### config.mk
export PLATFORM = sky130hd
export DESIGN_NAME = data_memory_mmio
export DESIGN_NICKNAME = d
export VERILOG_FILES = /design/src/rtl/data_memory_mmio_pkg.sv /design/src/rtl/data_memory_mmio_console_fifo.sv /design/src/rtl/data_memory_mmio.sv
export SDC_FILE = /design/constraint.sdc
export NUM_CORES = 2
export LEC_CHECK = 0
export BUFFER_PORTS_ARGS = -buffer_cell sky130_fd_sc_hd__buf_4
export CORE_MARGIN = 2
export CORE_UTILIZATION = 47
export DETAILED_ROUTE_END_ITERATION = 6
export HOLD_SLACK_MARGIN = 0.06
export SLEW_MARGIN = 20
export SYNTH_ARGS = -nofsm -noshare
export SYNTH_HDL_FRONTEND = slang
export SYNTH_SLANG_ARGS = --single-unit
export TNS_END_PERCENT = 50
### constraint.sdc
create_clock -name clk -period 10.3 [get_ports clk]
set_input_delay 1.03 -clock clk [delete_from_list [all_inputs] [get_ports clk]]
set_output_delay 1.03 -clock clk [all_outputs]
set_load 0.02 [all_outputs]
### src/rtl/data_memory_mmio_pkg.sv
// Shared constants and decode types for the data-side memory responder.
// Holds the MMIO address map, STATUS bit positions and the decode-select enum.
package data_memory_mmio_pkg;

  localparam logic [31:0] ADDR_CYCLES      = 32'hFFFF0000;
  localparam logic [31:0] ADDR_CONSOLE     = 32'hFFFF0004;
  localparam logic [31:0] ADDR_STATUS      = 32'hFFFF0008;
  localparam logic [31:0] DEFAULT_RAM_BASE = 32'h10010000;

  localparam int ST_EMPTY = 0;
  localparam int ST_FULL  = 1;
  localparam int ST_OVF   = 2;

  typedef enum logic [2:0] {
    SEL_RAM,
    SEL_CYCLES,
    SEL_CONSOLE,
    SEL_STATUS,
    SEL_NONE
  } sel_t;

  // Word-granular match against the fixed MMIO registers; RAM is decoded by the top.
  function automatic sel_t mmio_sel(input logic [29:0] word_addr);
    if (word_addr == ADDR_CYCLES[31:2])       return SEL_CYCLES;
    else if (word_addr == ADDR_CONSOLE[31:2]) return SEL_CONSOLE;
    else if (word_addr == ADDR_STATUS[31:2])  return SEL_STATUS;
    else                                      return SEL_NONE;
  endfunction

endpackage

### src/rtl/data_memory_mmio_console_fifo.sv
// Byte FIFO buffering console output; pointers carry an extra wrap bit so
// full/empty fall out of a plain pointer comparison.
module console_fifo #(
  parameter int DEPTH = 4
) (
  input  logic       clk,
  input  logic       reset,
  input  logic       push,
  input  logic [7:0] push_data,
  input  logic       pop,
  output logic [7:0] head,
  output logic       empty,
  output logic       full,
  output logic       drop
);

  localparam int AW = $clog2(DEPTH);

  logic [AW:0] wr_ptr;
  logic [AW:0] rd_ptr;
  logic [7:0]  mem [DEPTH];
  logic        do_pop;
  logic        do_push;

  assign empty = (wr_ptr == rd_ptr);
  assign full  = (wr_ptr[AW] != rd_ptr[AW]) && (wr_ptr[AW-1:0] == rd_ptr[AW-1:0]);

  // A pop frees the slot this same edge, so a push into a full FIFO still lands.
  assign do_pop  = pop && !empty;
  assign do_push = push && (!full || do_pop);
  assign drop    = push && full && !do_pop;

  assign head = empty ? 8'h00 : mem[rd_ptr[AW-1:0]];

  always_ff @(posedge clk) begin
    if (reset) begin
      wr_ptr <= '0;
      rd_ptr <= '0;
    end else begin
      if (do_push) wr_ptr <= wr_ptr + (AW+1)'(1);
      if (do_pop)  rd_ptr <= rd_ptr + (AW+1)'(1);
    end
  end

  always_ff @(posedge clk) begin
    if (do_push) mem[wr_ptr[AW-1:0]] <= push_data;
  end

endmodule

### src/rtl/data_memory_mmio.sv
// Data-side memory responder: word RAM, free-running cycle counter and a
// buffered byte console, all behind one combinational-read load/store port.
module data_memory_mmio
  import data_memory_mmio_pkg::*;
#(
  parameter int          MEM_WORDS  = 64,
  parameter logic [31:0] RAM_BASE   = DEFAULT_RAM_BASE,
  parameter int          FIFO_DEPTH = 4
) (
  input  logic        clk,
  input  logic        reset,
  input  logic        memwrite,
  input  logic [31:0] addr,
  input  logic [31:0] writedata,
  output logic [31:0] readdata,
  output logic        con_valid,
  output logic [7:0]  con_data,
  input  logic        con_ready
);

  localparam int IDX_W = $clog2(MEM_WORDS);

  logic [31:0]      ram [MEM_WORDS];
  logic [31:0]      cycles;
  logic             overflow;
  logic [29:0]      word_off;
  logic [IDX_W-1:0] ram_idx;
  logic             in_ram;
  sel_t             sel;
  logic [31:0]      status;
  logic             fifo_empty;
  logic             fifo_full;
  logic             fifo_drop;
  logic             con_push;
  logic [1:0]       unused_addr_bits;

  assign unused_addr_bits = addr[1:0];

  // Unsigned word offset from RAM_BASE: addresses below the base wrap high and miss.
  assign word_off = addr[31:2] - RAM_BASE[31:2];
  assign ram_idx  = word_off[IDX_W-1:0];
  assign in_ram   = (word_off[29:IDX_W] == '0);

  always_comb begin
    sel = SEL_NONE;
    if (in_ram) sel = SEL_RAM;
    else        sel = mmio_sel(addr[31:2]);
  end

  always_comb begin
    status           = '0;
    status[ST_EMPTY] = fifo_empty;
    status[ST_FULL]  = fifo_full;
    status[ST_OVF]   = overflow;
  end

  always_comb begin
    readdata = '0;
    case (sel)
      SEL_RAM:    readdata = ram[ram_idx];
      SEL_CYCLES: readdata = cycles;
      SEL_STATUS: readdata = status;
      default:    readdata = '0;
    endcase
  end

  // RAM ignores reset entirely: contents survive and stores still land.
  always_ff @(posedge clk) begin
    if (memwrite && sel == SEL_RAM) ram[ram_idx] <= writedata;
  end

  always_ff @(posedge clk) begin
    if (reset)                                cycles <= '0;
    else if (memwrite && sel == SEL_CYCLES)   cycles <= writedata;
    else                                      cycles <= cycles + 32'd1;
  end

  // Sticky overflow: a dropped push outranks a same-cycle STATUS clear.
  always_ff @(posedge clk) begin
    if (reset)                                overflow <= 1'b0;
    else if (fifo_drop)                       overflow <= 1'b1;
    else if (memwrite && sel == SEL_STATUS)   overflow <= 1'b0;
  end

  assign con_push = memwrite && (sel == SEL_CONSOLE) && !reset;

  // Console handshake: a byte transfers on every edge where con_valid && con_ready;
  // con_data is held while con_valid is high and con_ready is low.
  console_fifo #(
    .DEPTH(FIFO_DEPTH)
  ) u_console_fifo (
    .clk      (clk),
    .reset    (reset),
    .push     (con_push),
    .push_data(writedata[7:0]),
    .pop      (con_ready),
    .head     (con_data),
    .empty    (fifo_empty),
    .full     (fifo_full),
    .drop     (fifo_drop)
  );

  assign con_valid = !fifo_empty;

endmodule

==> impl_metrics.yaml <==
critical_path:
  crit_fanout: 80
  worst_setup_path_start_kind: "primary input"
  critPathKind: "primary input to output pin"
  crit_path_end: "readdata[6]"
  slowest_delay_ns: 0.91
  path_delay_family: "buffers and inverters"
  cp_cell_sequence: "buf_8, buf_12, nand2_4, buf_4, buf_4, o221ai_1, a21oi_1, a21oi_1, a221oi_1, a32o_1, buf_4"
  startpoint: "addr[2]"
  reg2reg_from: "cycles[0]"
  cp.depth: 11
  crit_required_ns: 9.27
  r2r_slack_ns: 7.93
  cp_num_buf_inv: 5
  worst_ep_arrival_time_ns: 5.60
  r2r_cells: 7
  cp_common_cell: "buf_4"
  r2r_end: "cycles[30]"
  end_kind: "output pin"
  cp_slowest_cell: "a221oi_1"
cts:
  ctsHtreeMaxLevel: 4
  cts_setup_buffers: 0
  insertion_delay_ns: 0.87
  cts_sinks: 2121
  clock_path_buffers: 3
  post_cts_resized: 0
  cts_tree: "done"
  cts_root_buf: "clkbuf_16"
  cts.clk_slew.worst_paths_ns: 0.06
  numCtsBuffers: 208
  hold_buffers: 0
route:
  first_pass_iters: 6
  wirelength_um: 279000
  vias: 48400
  wl_met3_um: 34400
  via_per_inst: 6.74
  drt-initial-drc-count: 8568
  met2_length_um: 125000
  ant_nets: 0
  maxUsedRoutingLayer: "met5"
  drt-met1-wl_um: 105000
  drc: 0
  routedWlPerCell_um: 38.9
run:
  drv_cap: 0
synthesis:
  synth_edf_count: 2080
  seq_area_frac_synth: 0.772
  synth_warnings: 0
  synth_cell_type_count: 73
  synth_common_cells: "edfxtp_1 (2080), o22ai_1 (298), mux2i_1 (199), mux4_2 (173), nor2_1 (169)"
  synth_async_sr_flop_share: 0
  syn_area_um2: 82000
  synth.area.top_cells: "edfxtp_1 (76%), mux4_2 (4.8%), mux2i_1 (2.4%)"
  synth_top_area_share: 0.762
  ys.flop_type: "edfxtp_1"
  syn_inst: 4484
  synth_top_area_cell: "edfxtp_1"
  synth_area_per_cell_um2: 18.3
  yosysMostFrequentCell: "edfxtp_1"
  synth-seq-cells: 2121
  synthesis.nets: 4558
power:
  ir_drop_mv: 0.148
  power_density_nw_per_um2: 191
  p_leak_nw: 28.8
cells_and_area:
  stdcell_count: 7174
  fin_util: 0.534
  layout-drive-gt1-share: 0.204
  layout.nets: 4736
  area_delta_synth_final_pct: 13.0
  fillerInstances: 13600
timing:
  totalNegativeSetupSlack_ns: 0
  fmax_mhz: 151
  max_slew.worst_pin.slew_ns: 1.28
  period_share: 0.643
  timing.hold.ws_ns: 0.500
  finalHoldViolCount: 0
  finClkSkew_ns: 0.0136
  finalSetupViolCount: 0
  max-slew-margin-rel: 0.149
  slew_violations: 0
  rsz0062_at_grt: "false"
  finalWorstPathRequiredPeriod_ns: 6.63
place:
  hpwl_um: 156000
  io_buffers: 106
  dp_cells: 6777
  gp_congestion: 0.921
floorplanning:
  die_x_um: 422
  die_h_um: 422
  rows: 153
  num_io_pins: 109
  dieArea_um2: 178000
  core_area_um2: 174000
  initial_core_util: 0.472
global_route:
  grt_use_total: 0.309
  grt_pass1_vias: 44900
  antenna_found_initial: 21
  grt_overflow: 0
  grt_pass1_wl_um: 379000
  grt_start_max_net_pins: 111
run_status:
  status: "complete, no violations"
hold_path:
  worst_hold_path_type: "flip-flop to flip-flop"
per-layer routing:
layer,up-vias,GRT usage
li1,19000,-
met1,25200,0.428
met2,3534,0.460
met3,591,0.0769
met4,8,0.151
met5,-,0
final cells by class:
type                       count  area [um2]  share of cell area
sequential                  2121       63300               0.683
multi-input combinational   2048       17800               0.192
clock buffer                 273        5590              0.0604
tap                         2325        2910              0.0314
timing repair buffer         269        2150              0.0233
clock inverter               115         797             0.00860
inverter                      14        56.3            0.000608
antenna                        9        22.5            0.000243
worst min-delay path, stage by stage (launching register included):
cell and delay [ns]:
dfxtp_1 0.32, o21ai_0 0.07, a21oi_1 0.06
cell families after synthesis:
| kind of cell | count (synthesis) | synth area share |
|---|---|---|
| flops | 2121 | 0.772 |
| compound gates | 1011 | 0.0852 |
| mux | 519 | 0.0920 |
| simple gates | 474 | 0.0273 |
| buf+inv | 315 | 0.0185 |
| xor+xnor | 38 | 0.00406 |
| fa+ha+maj | 6 | 0.000916 |
placed cells by master, fill, tap and decap left out, types with 13 or more instances in the layout:
| master | n |
|---|---|
| o22ai_1 | 298 |
| nand2_1 | 123 |
| mux4_2 | 173 |
| buf_4 | 257 |
| a22o_1 | 13 |
| a211oi_1 | 65 |
| nor4_1 | 17 |
| nor3_1 | 21 |
| nand3_1 | 28 |
| clkbuf_1 | 54 |
| a32o_1 | 24 |
| o22a_1 | 26 |
| o21ai_0 | 134 |
| a22oi_1 | 41 |
| a21oi_1 | 139 |
| mux2i_1 | 197 |
| clkbuf_16 | 211 |
| a2bb2oi_1 | 15 |
| mux2_2 | 147 |
| a221oi_1 | 31 |
| edfxtp_1 | 2080 |
| nor2b_1 | 18 |
| xor2_1 | 13 |
| clkinv_1 | 53 |
| nor2_4 | 62 |
| o221ai_1 | 146 |
| clkinv_2 | 40 |
| nor2_1 | 105 |
| dfxtp_1 | 41 |
| xnor2_1 | 25 |
sequential cells by signal, summed over array words and instances (netlist names), named ones only:
register,flops
ram,2048
cycles,32
u_console_fifo.mem,32
u_console_fifo.rd_ptr,3
u_console_fifo.wr_ptr,3
overflow,1
per-stage QoR:
stage               worst slack (ns)  instance area, um2  power, W
finish                          3.67               92600    0.0177
global route                    3.68               92600    0.0180
CTS                             3.80               92600    0.0177
detailed placement              3.80               86200    0.0106
global placement                3.81               86200    0.0106
floorplan                       5.37               82000    0.0101
how the worst min path moves through the flow:
stage	start	endpoint	slack [ns]	depth (start not counted)
after floorplan	overflow	overflow	0.45	2
after global placement	overflow	overflow	0.48	2
after detailed placement	overflow	overflow	0.49	2
after CTS	overflow	overflow	0.50	2
after global routing	overflow	overflow	0.52	2
final	overflow	overflow	0.50	2
power breakdown:
group | leakage [nW] | internal [W] | total, W | switching, W
Combinational | 6.71 | 0.000243 | 0.000956 | 0.000714
Clock | 3.12 | 0.00393 | 0.00722 | 0.00330
Sequential | 19.0 | 0.00947 | 0.00947 | 0.00000140
No activity file was read; power rests on OpenSTA's default activity.
